**config.mk**
```make
export PLATFORM = sky130hd
export DESIGN_NAME = topk_stream_select
export DESIGN_NICKNAME = d
export VERILOG_FILES = /design/src/rtl/topk_stream_select.sv
export SDC_FILE = /design/constraint.sdc
export NUM_CORES = 1
export LEC_CHECK = 0
export CORE_MARGIN = 2
export CORE_UTILIZATION = 44
export CTS_BUF_LIST = sky130_fd_sc_hd__clkbuf_4
export CTS_CLUSTER_DIAMETER = 30
export DETAILED_ROUTE_END_ITERATION = 10
export PLACE_DENSITY = 0.73
export RECOVER_POWER = 25
export SYNTH_ARGS = -nofsm -noshare
export SYNTH_HDL_FRONTEND = slang
export SYNTH_SLANG_ARGS = --single-unit
export TNS_END_PERCENT = 1
```
**constraint.sdc**
```tcl
create_clock -name clk -period 25.1 [get_ports clk]
set_input_delay 3.765 -clock clk [delete_from_list [all_inputs] [get_ports clk]]
set_output_delay 3.765 -clock clk [all_outputs]
set_load 0.005 [all_outputs]
```
**src/rtl/topk_stream_select.sv**
```systemverilog
// Streaming top-K selector: keeps the K smallest (distance, global index) pairs
// seen across a multi-beat frame and presents them sorted when the frame ends.
module topk_stream_select #(
    parameter int Bit   = 8,
    parameter int K     = 2,
    parameter int LANES = 8,
    parameter int IDX_W = 8
) (
    input  logic                        clk,
    input  logic                        rst,
    input  logic                        in_valid,
    output logic                        in_ready,
    input  logic [LANES-1:0][Bit-1:0]   in_dist,
    input  logic [LANES-1:0]            in_mask,
    input  logic                        in_last,
    output logic                        out_valid,
    input  logic                        out_ready,
    output logic [K-1:0][Bit-1:0]       out_dist,
    output logic [K-1:0][IDX_W-1:0]     out_addr,
    output logic [$clog2(K+1)-1:0]      out_count,
    output logic                        out_ovf
);

    localparam int CNT_W = $clog2(K+1);

    typedef struct packed {
        logic             v;
        logic [Bit-1:0]   d;
        logic [IDX_W-1:0] i;
    } entry_t;

    typedef entry_t [K-1:0] list_t;

    typedef enum logic [1:0] {
        ACCUM = 2'd0,
        DRAIN = 2'd1,
        DONE  = 2'd2
    } state_t;

    // Strict total order on (dist, index); invalid entries rank above all valid ones.
    function automatic logic ranks_below(entry_t a, entry_t b);
        logic r;
        if (!a.v) begin
            r = 1'b0;
        end else if (!b.v) begin
            r = 1'b1;
        end else if (a.d != b.d) begin
            r = (a.d < b.d);
        end else begin
            r = (a.i < b.i);
        end
        return r;
    endfunction

    // Sorted insertion: entries past the insertion point shift down, the last drops off.
    function automatic list_t insert_entry(list_t l, entry_t c);
        list_t          r;
        logic [K-1:0]   lt;
        for (int j = 0; j < K; j++) begin
            lt[j] = ranks_below(c, l[j]);
        end
        r[0] = lt[0] ? c : l[0];
        for (int j = 1; j < K; j++) begin
            if (!lt[j]) begin
                r[j] = l[j];
            end else if (!lt[j-1]) begin
                r[j] = c;
            end else begin
                r[j] = l[j-1];
            end
        end
        return r;
    endfunction

    function automatic logic [CNT_W-1:0] count_valid(list_t l);
        logic [CNT_W-1:0] n;
        n = '0;
        for (int j = 0; j < K; j++) begin
            if (l[j].v) begin
                n = n + CNT_W'(1);
            end else begin
                n = n;
            end
        end
        return n;
    endfunction

    state_t                     state_q, state_d;
    logic                       in_ready_q;
    logic [IDX_W-1:0]           base_q;
    logic                       ovf_q;
    logic                       s1_valid_q, s1_last_q;
    list_t                      s1_list_q, s1_list_d;
    list_t                      list_q, merged_s;
    logic                       mrg_last_q;
    logic                       out_valid_q;
    logic [K-1:0][Bit-1:0]      out_dist_q, out_dist_d;
    logic [K-1:0][IDX_W-1:0]    out_addr_q, out_addr_d;
    logic [CNT_W-1:0]           out_count_q;
    logic                       out_ovf_q;

    logic                       accept_s;
    logic                       load_out_s;
    logic                       clear_s;
    logic [IDX_W:0]             base_sum_s;

    assign accept_s   = in_valid & in_ready_q;
    // A carry out of the beat base means the next beat's indices wrap.
    assign base_sum_s = {1'b0, base_q} + (IDX_W+1)'(LANES);

    assign in_ready  = in_ready_q;
    assign out_valid = out_valid_q;
    assign out_dist  = out_dist_q;
    assign out_addr  = out_addr_q;
    assign out_count = out_count_q;
    assign out_ovf   = out_ovf_q;

    // Frame sequencing: accumulate, wait for the pipeline to empty, hold result.
    always_comb begin
        state_d    = state_q;
        load_out_s = 1'b0;
        clear_s    = 1'b0;
        case (state_q)
            ACCUM: begin
                if (accept_s && in_last) begin
                    state_d = DRAIN;
                end else begin
                    state_d = ACCUM;
                end
            end
            DRAIN: begin
                if (mrg_last_q) begin
                    state_d    = DONE;
                    load_out_s = 1'b1;
                end else begin
                    state_d = DRAIN;
                end
            end
            DONE: begin
                if (out_ready) begin
                    state_d = ACCUM;
                    clear_s = 1'b1;
                end else begin
                    state_d = DONE;
                end
            end
            default: begin
                state_d = ACCUM;
            end
        endcase
    end

    // State register; in_ready is registered from the next state.
    always_ff @(posedge clk or negedge rst) begin
        if (!rst) begin
            state_q    <= ACCUM;
            in_ready_q <= 1'b1;
        end else begin
            state_q    <= state_d;
            in_ready_q <= (state_d == ACCUM);
        end
    end

    // Beat base index and sticky overflow for the current frame.
    always_ff @(posedge clk or negedge rst) begin
        if (!rst) begin
            base_q <= '0;
            ovf_q  <= 1'b0;
        end else if (clear_s) begin
            base_q <= '0;
            ovf_q  <= 1'b0;
        end else if (accept_s) begin
            base_q <= base_sum_s[IDX_W-1:0];
            ovf_q  <= ovf_q | (base_sum_s[IDX_W] & ~in_last);
        end else begin
            base_q <= base_q;
            ovf_q  <= ovf_q;
        end
    end

    // Stage 1 selection: insert each unmasked lane into an initially empty list.
    always_comb begin
        s1_list_d = '0;
        for (int l = 0; l < LANES; l++) begin
            s1_list_d = insert_entry(s1_list_d,
                                     entry_t'({in_mask[l], in_dist[l], base_q + IDX_W'(l)}));
        end
    end

    // Stage 1 registers.
    always_ff @(posedge clk or negedge rst) begin
        if (!rst) begin
            s1_valid_q <= 1'b0;
            s1_last_q  <= 1'b0;
            s1_list_q  <= '0;
        end else begin
            s1_valid_q <= accept_s;
            s1_last_q  <= accept_s & in_last;
            s1_list_q  <= accept_s ? s1_list_d : s1_list_q;
        end
    end

    // Stage 2 merge of the beat's candidates into the running list.
    always_comb begin
        merged_s = list_q;
        for (int j = 0; j < K; j++) begin
            merged_s = insert_entry(merged_s, s1_list_q[j]);
        end
    end

    // Running list and the flag marking that the final beat has been merged.
    always_ff @(posedge clk or negedge rst) begin
        if (!rst) begin
            list_q     <= '0;
            mrg_last_q <= 1'b0;
        end else begin
            if (clear_s) begin
                list_q <= '0;
            end else if (s1_valid_q) begin
                list_q <= merged_s;
            end else begin
                list_q <= list_q;
            end
            if (load_out_s) begin
                mrg_last_q <= 1'b0;
            end else if (s1_valid_q && s1_last_q) begin
                mrg_last_q <= 1'b1;
            end else begin
                mrg_last_q <= mrg_last_q;
            end
        end
    end

    // Unused result slots read as all-ones distance and index zero.
    always_comb begin
        out_dist_d = '1;
        out_addr_d = '0;
        for (int j = 0; j < K; j++) begin
            out_dist_d[j] = list_q[j].v ? list_q[j].d : {Bit{1'b1}};
            out_addr_d[j] = list_q[j].v ? list_q[j].i : {IDX_W{1'b0}};
        end
    end

    // Result registers, held stable for the whole DONE state.
    always_ff @(posedge clk or negedge rst) begin
        if (!rst) begin
            out_valid_q <= 1'b0;
            out_dist_q  <= '1;
            out_addr_q  <= '0;
            out_count_q <= '0;
            out_ovf_q   <= 1'b0;
        end else if (load_out_s) begin
            out_valid_q <= 1'b1;
            out_dist_q  <= out_dist_d;
            out_addr_q  <= out_addr_d;
            out_count_q <= count_valid(list_q);
            out_ovf_q   <= ovf_q;
        end else if (clear_s) begin
            out_valid_q <= 1'b0;
        end else begin
            out_valid_q <= out_valid_q;
        end
    end

endmodule

```
==> results of run 1 <==
## cell families after synthesis
kind of cell / Yosys count / share of synthesized area
xor+xnor: 4 / 0.00252
fa+ha+maj: 231 / 0.208
flops: 116 / 0.210
compound gates: 564 / 0.273
simple gates: 510 / 0.168
mux: 110 / 0.0844
buf+inv: 192 / 0.0539
## sequential cells by signal (all words and copies together) (netlist names)
| register | flops |
|---|---|
| state_q | 2 |
| out_valid | 1 |
| ovf_q | 1 |
| s1_list_q | 34 |
| out_addr | 16 |
| mrg_last_q | 1 |
| out_ovf | 1 |
| out_dist | 16 |
| s1_last_q | 1 |
| list_q | 34 |
| in_ready | 1 |
| base_q | 5 |
| out_count | 2 |
| s1_valid_q | 1 |
## power by group through the flow
stage	clock network (mW)	logic (mW)	registers, mW
after global routing	0.172	1.53	0.413
after CTS	0.165	1.36	0.398
after global placement	0	1.31	0.396
after detailed placement	0	1.35	0.401
final	0.163	1.37	0.400
after floorplan	0	1.00	0.349
## synthesized netlist by cell type (4+ instances only)
cell type	count
ha_1	229
nand2_1	213
a21oi_1	137
nor2_1	123
o21ai_0	118
inv_1	101
dfrtp_1	99
clkbuf_1	74
a21o_1	70
mux2i_1	67
mux2_2	38
nand4_1	34
a31oi_1	32
nand2b_1	29
o21a_1	25
nor2b_1	21
nor3_1	21
nand3_1	19
o22ai_1	19
a311o_1	18
dfstp_2	17
o31ai_1	16
a211oi_1	13
and2_1	12
o221ai_1	12
a22oi_1	9
a211o_1	8
and3_1	7
nand4b_1	7
o211ai_1	7
a221oi_1	6
o21ai_1	6
or3_1	6
a2bb2oi_1	5
buf_1	5
buf_2	5
or2_2	5
a22o_1	4
mux2_4	4
nor4_1	4
## final cells by class
cell class / count / share of cell area
Multi-Input combinational cell: 1419 / 0.655
Clock buffer: 19 / 0.00911
Inverter: 105 / 0.0252
Tap cell: 402 / 0.0321
Antenna cell: 1 / 0.000160
Clock inverter: 12 / 0.0119
Sequential cell: 116 / 0.187
Timing Repair Buffer: 130 / 0.0798
## how the worst max path moves through the flow
stage | startpoint | end | slack (ns) | depth (start not counted)
after floorplan | in_mask[0] | s1_list_q[31]$_DFFE_PN0P_ | 7.23 | 69
after global placement | in_mask[0] | s1_list_q[17]$_DFFE_PN0P_ | 4.92 | 64
after detailed placement | in_mask[0] | s1_list_q[17]$_DFFE_PN0P_ | 4.45 | 63
after CTS | in_mask[0] | s1_list_q[17]$_DFFE_PN0P_ | 5.03 | 63
after global routing | in_mask[0] | s1_list_q[31]$_DFFE_PN0P_ | 3.45 | 60
final | in_mask[0] | s1_list_q[29]$_DFFE_PN0P_ | 4.57 | 61
## metal layers
layer,up-vias,share of wire
li1,6518,-
met4,0,0.034
met1,6523,0.44
met5,-,0
met3,117,0.071
met2,581,0.45
## cells in the final DEF (no fill, tap or decap), types with 67 or more instances in the layout
master,n
a21oi_1,136
nor2_1,121
o21ai_0,118
dfrtp_1,99
nand2_1,213
clkdlybuf4s50_1,112
a21o_1,70
ha_1,229
inv_1,101
mux2i_1,67
==> results.py, run 1 <==
metrics = {
    "place": {
        "dp_hpwl_um": 33500,
        "gp_congestion": 0.980,
        "placed_cells": 2172,
        "placed_cell_area_um2": 15300,
        "io_buffers": 113,
        "dpl_worst_slack_ns": 4.45,
    },
    "clocking": {
        "postCtsResizedCells": 0,
        "cts_buffers": 17,
        "root_buffer": "clkbuf_4",
        "postCtsSetupBuffers": 0,
        "clockBufferDepth": 2,
        "clk_pin_slew_ns": 0.10,
        "htreeDepth": 4,
        "postCtsHoldBufs": 0,
        "clk_latency_ns": 0.58,
        "clock_sinks": 116,
        "cts_tree": "done",
    },
    "sta": {
        "relSlewSlack": -0.647,
        "hold_viol_final": 0,
        "setup_ws_ns": 4.57,
        "drv_slew": 115,
        "setup_tns_ns": 0,
        "timing.hold.ws_ns": 0.470,
        "post-route-min-period_ns": 20.53,
        "period_share": 0.818,
        "worst_slew_pin_slew_ns": 2.47,
        "max_freq_mhz": 48.7,
        "grt_setup_unrepaired": "no",
        "finClkSkew_ns": 0.0339,
        "setup_viol": 0,
    },
    "worst_hold_path": {
        "worstHoldStart": "state_q[1]$_DFF_PN0_",
        "hold_end": "state_q[0]$_DFF_PN0_",
        "worstHoldPathCells": 1,
        "hold_path.class": "flip-flop to flip-flop",
    },
    "pwr": {
        "peakVddDrop_uv": 76.2,
        "seq_power_share": 0.207,
        "p_int_mw": 0.971,
        "power_density_nw_per_um2": 123,
        "leakage_nw": 7.13,
        "p_sw_frac": 0.497,
        "netSwitchingPower_mw": 0.960,
        "p_clk_frac": 0.084,
        "total_power_mw": 1.93,
        "comb_power_share": 0.709,
    },
    "detailed_routing": {
        "dr.pass1.iters": 7,
        "ant_nets": 0,
        "viasPerCell": 6.23,
        "drt_iter0_drc": 1207,
        "wl_um": 43200,
        "vias": 13739,
        "detail_route.wl_per_cell_um": 19.6,
        "drc": 0,
    },
    "cells_and_area": {
        "nets": 2095,
        "fin_area_um2": 15700,
        "stdcell_count": 2204,
        "n_fill_cell": 3024,
        "drive_above_1_share": 0.0772,
        "regArea_um2": 2920,
        "utilization": 0.500,
        "area_delta_synth_final_pct": 12.7,
        "multi_input_area_um2": 10300,
    },
    "synthesis": {
        "synth_area_per_cell_um2": 8.04,
        "synth_flop_cell": "dfrtp_1",
        "synth_top_area_frac": 0.206,
        "async_flop_share": 1.00,
        "ys_types": 90,
        "synth_seq_area_share": 0.210,
        "synth_largest_area_cell": "ha_1",
        "synth_seq_cells": 116,
        "synthCells": 1727,
        "synth_nets": 2033,
        "synth.cell_area_um2": 13900,
        "synth_edf_count": 0,
        "ys_top_cells_by_area": "ha_1, dfrtp_1, nand2_1",
        "yosys_warnings": 0,
    },
    "setup_path": {
        "r2r_end": "s1_list_q[29]$_DFFE_PN0P_",
        "path_max_fanout": 27,
        "path_common_cell": "ha_1",
        "slowest_delay_ns": 0.93,
        "ff2ff_path_depth": 60,
        "reg2reg_slack_ns": 7.86,
        "critPathRequiredTime_ns": 25.54,
        "worstSetupStartpointType": "primary input",
        "path_buf_inv": 4,
        "arrival_ns": 20.97,
        "r2r-start": "base_q[4]$_DFFE_PN0N_",
        "path_delay_family": "compound AO/OA/AOI/OAI gates",
        "path_class": "primary input to flip-flop",
        "critPathSlowestCell": "a31o_1",
        "worstSetupEndpointType": "flip-flop",
    },
    "grt": {
        "grt_usage": 0.260,
        "use_met3": 0.0411,
        "grt_pass1_wl_um": 69400,
        "antenna_found_initial": 1,
        "grt_util_met1": 0.347,
        "met2_usage": 0.424,
        "grt_max_degree": 75,
        "gr-total-overflow": 0,
        "grt_pass1_vias": 13085,
        "top_usage_layer": "met2",
    },
    "floorplan": {
        "die_height_um": 182,
        "start_util": 0.444,
        "std_cell_rows": 65,
        "pin_count": 114,
        "core_area_um2": 31300,
        "dieWidth_um": 182,
        "die-area_um2": 33000,
    },
    "run_status": {
        "violations": "capacitance limit, slew limit",
        "status": "finished, violations left",
    },
    "flow_run": {
        "drv_cap": 2,
    },
}
No activity file was read; power rests on OpenSTA's default activity.
==> run 2, diff against run 1 <==
==> constraint.sdc (replaced) <==
create_clock -name clk -period 21.3 [get_ports clk]
set_input_delay 3.195 -clock clk [delete_from_list [all_inputs] [get_ports clk]]
set_output_delay 3.195 -clock clk [all_outputs]
set_load 0.005 [all_outputs]
==> run 2 against run 1 <==
The flow still finishes with violations (capacitance limit, slew limit). Power grew 15%. Hold slack gained 0.0016 ns. Clock-buffer cell count grew 2. Combinational power is 18% higher. Critical endpoint is now s1_list_q[28]$_DFFE_PN0P_. Largest cell class unchanged. Highest routed layer unchanged.
==> results.py, run 2 (synthesis gave the netlist of run 1 again) <==
metrics = {
    "pwr": {
        "leakage_nw": 7.10,
        "power_density_nw_per_um2": 143,
        "seq_power_share": 0.212,
        "netSwitchingPower_mw": 1.12,
        "comb_power_share": 0.725,
        "p_sw_frac": 0.505,
        "p_int_mw": 1.10,
        "p_clk_frac": 0.064,
        "peakVddDrop_uv": 71.9,
    },
    "setup_path": {
        "critPathRequiredTime_ns": 21.70,
        "arrival_ns": 20.56,
        "slowest_delay_ns": 0.88,
        "path_class": "primary input to flip-flop",
        "worstSetupStartpointType": "primary input",
        "critPathSlowestCell": "clkdlybuf4s50_1",
        "path_max_fanout": 27,
        "worstSetupEndpointType": "flip-flop",
        "path_common_cell": "ha_1",
    },
    "place": {
        "gp_congestion": 0.951,
        "dp_hpwl_um": 33500,
        "io_buffers": 113,
    },
    "sta": {
        "grt_setup_unrepaired": "no",
        "setup_viol": 0,
        "post-route-min-period_ns": 20.16,
        "drv_slew": 131,
        "relSlewSlack": -1.12,
        "hold_viol_final": 0,
        "worst_slew_pin_slew_ns": 3.18,
        "finClkSkew_ns": 0.0185,
        "setup_tns_ns": 0,
        "timing.hold.ws_ns": 0.472,
        "period_share": 0.946,
        "max_freq_mhz": 49.6,
    },
    "floorplan": {
        "pin_count": 114,
        "dieWidth_um": 182,
        "die_height_um": 182,
        "start_util": 0.444,
        "std_cell_rows": 65,
        "core_area_um2": 31300,
        "die-area_um2": 33000,
    },
    "clocking": {
        "postCtsHoldBufs": 0,
        "root_buffer": "clkbuf_4",
        "postCtsSetupBuffers": 0,
        "postCtsResizedCells": 0,
        "cts_tree": "done",
        "clockBufferDepth": 2,
        "clk_pin_slew_ns": 0.10,
        "clk_latency_ns": 0.55,
        "htreeDepth": 4,
        "clock_sinks": 116,
        "cts_buffers": 17,
    },
    "detailed_routing": {
        "vias": 13635,
        "drt_iter0_drc": 1082,
        "wl_um": 43200,
        "detail_route.wl_per_cell_um": 19.6,
        "viasPerCell": 6.18,
        "ant_nets": 0,
        "drc": 0,
        "dr.pass1.iters": 6,
    },
    "cells_and_area": {
        "final_cell_mix": "ha_1, nand2_1, a21oi_1",
        "area_delta_synth_final_pct": 12.1,
        "top_regs": "list_q: 34 flops, s1_list_q: 34 flops",
        "final_common_cell": "ha_1",
        "diodes": 0,
        "drive_above_1_share": 0.0765,
        "nets": 2098,
    },
    "run_status": {
        "violations": "capacitance limit, slew limit",
        "status": "finished, violations left",
    },
    "grt": {
        "grt_pass1_vias": 13130,
        "gr-total-overflow": 0,
        "antenna_found_initial": 0,
        "grt_max_degree": 71,
        "grt_pass1_wl_um": 70400,
        "grt_usage": 0.261,
    },
    "flow_run": {
        "drv_cap": 2,
    },
    "worst_hold_path": {
        "hold_path.class": "flip-flop to flip-flop",
    },
}
==> run 2: cell types whose count changed in the layout (fill, tap and decap cells not counted), sizes merged <==
cell and delta:
clkbuf +2, diode -1, clkinv +3, buf +3, bufinv -4
==> run 2: layer usage <==
layer	up-vias	global-route usage	wire length [um]
li1	6523	-	-
met1	6468	0.356	19300
met4	0	0.0807	1180
met2	558	0.434	19900
met5	-	0	0
met3	86	0.0309	2800
==> run 2: worst max-delay path: cells and delay by family <==
family | cells | cell delay, ns
adder cells (fa/ha/maj) | 7 | 1.96
AO/OA/AOI/OAI | 26 | 7.41
multiplexers | 2 | 1.10
buffers and inverters | 5 | 1.51
AND/OR/NAND/NOR | 21 | 5.37
==> run 2: per-stage QoR <==
step	total power, mW	area [um^2]	worst slack [ns]	util	instances
5_1_grt	2.45	15600	0.132	0.497	2207
6_report	2.22	15600	1.14	0.497	2207
4_1_cts	2.21	15600	1.58	0.498	2207
2_1_floorplan	1.59	13900	4.00	-	1727
3_5_place_dp	2.06	15400	1.02	0.490	2175
3_3_place_gp	2.01	15400	1.19	0.490	2175
==> run 2: final timing paths <==
check	startpoint	to	slack [ns]	depth (start not counted)
max	in_mask[0]	s1_list_q[28]$_DFFE_PN0P_	1.14	61
min	state_q[1]$_DFF_PN0_	state_q[0]$_DFF_PN0_	0.47	1
max reg2reg	base_q[4]$_DFFE_PN0N_	s1_list_q[28]$_DFFE_PN0P_	3.90	60
min reg2reg	state_q[1]$_DFF_PN0_	state_q[0]$_DFF_PN0_	0.47	1
max in group asynchronous	rst	list_q[31]$_DFFE_PN0P_	15.55	2
min in group asynchronous	rst	out_count[1]$_DFFE_PN0P_	3.68	1
==> run 2: area by class of cell <==
type,count,area [um^2]
repair buffers,133,1270
multi-input cells,1419,10300
clock inverters,11,71.3
well taps,402,503
inverters,105,394
fillers,3061,15700
flip-flops and latches,116,2920
clock buffers,21,158
==> run 2: power by group through the flow <==
stage | sequential, mW | combinational (mW) | clock, mW
floorplan | 0.411 | 1.18 | 0
global placement | 0.468 | 1.55 | 0
detailed placement | 0.473 | 1.59 | 0
CTS | 0.468 | 1.60 | 0.145
global route | 0.486 | 1.81 | 0.154
finish | 0.471 | 1.61 | 0.141
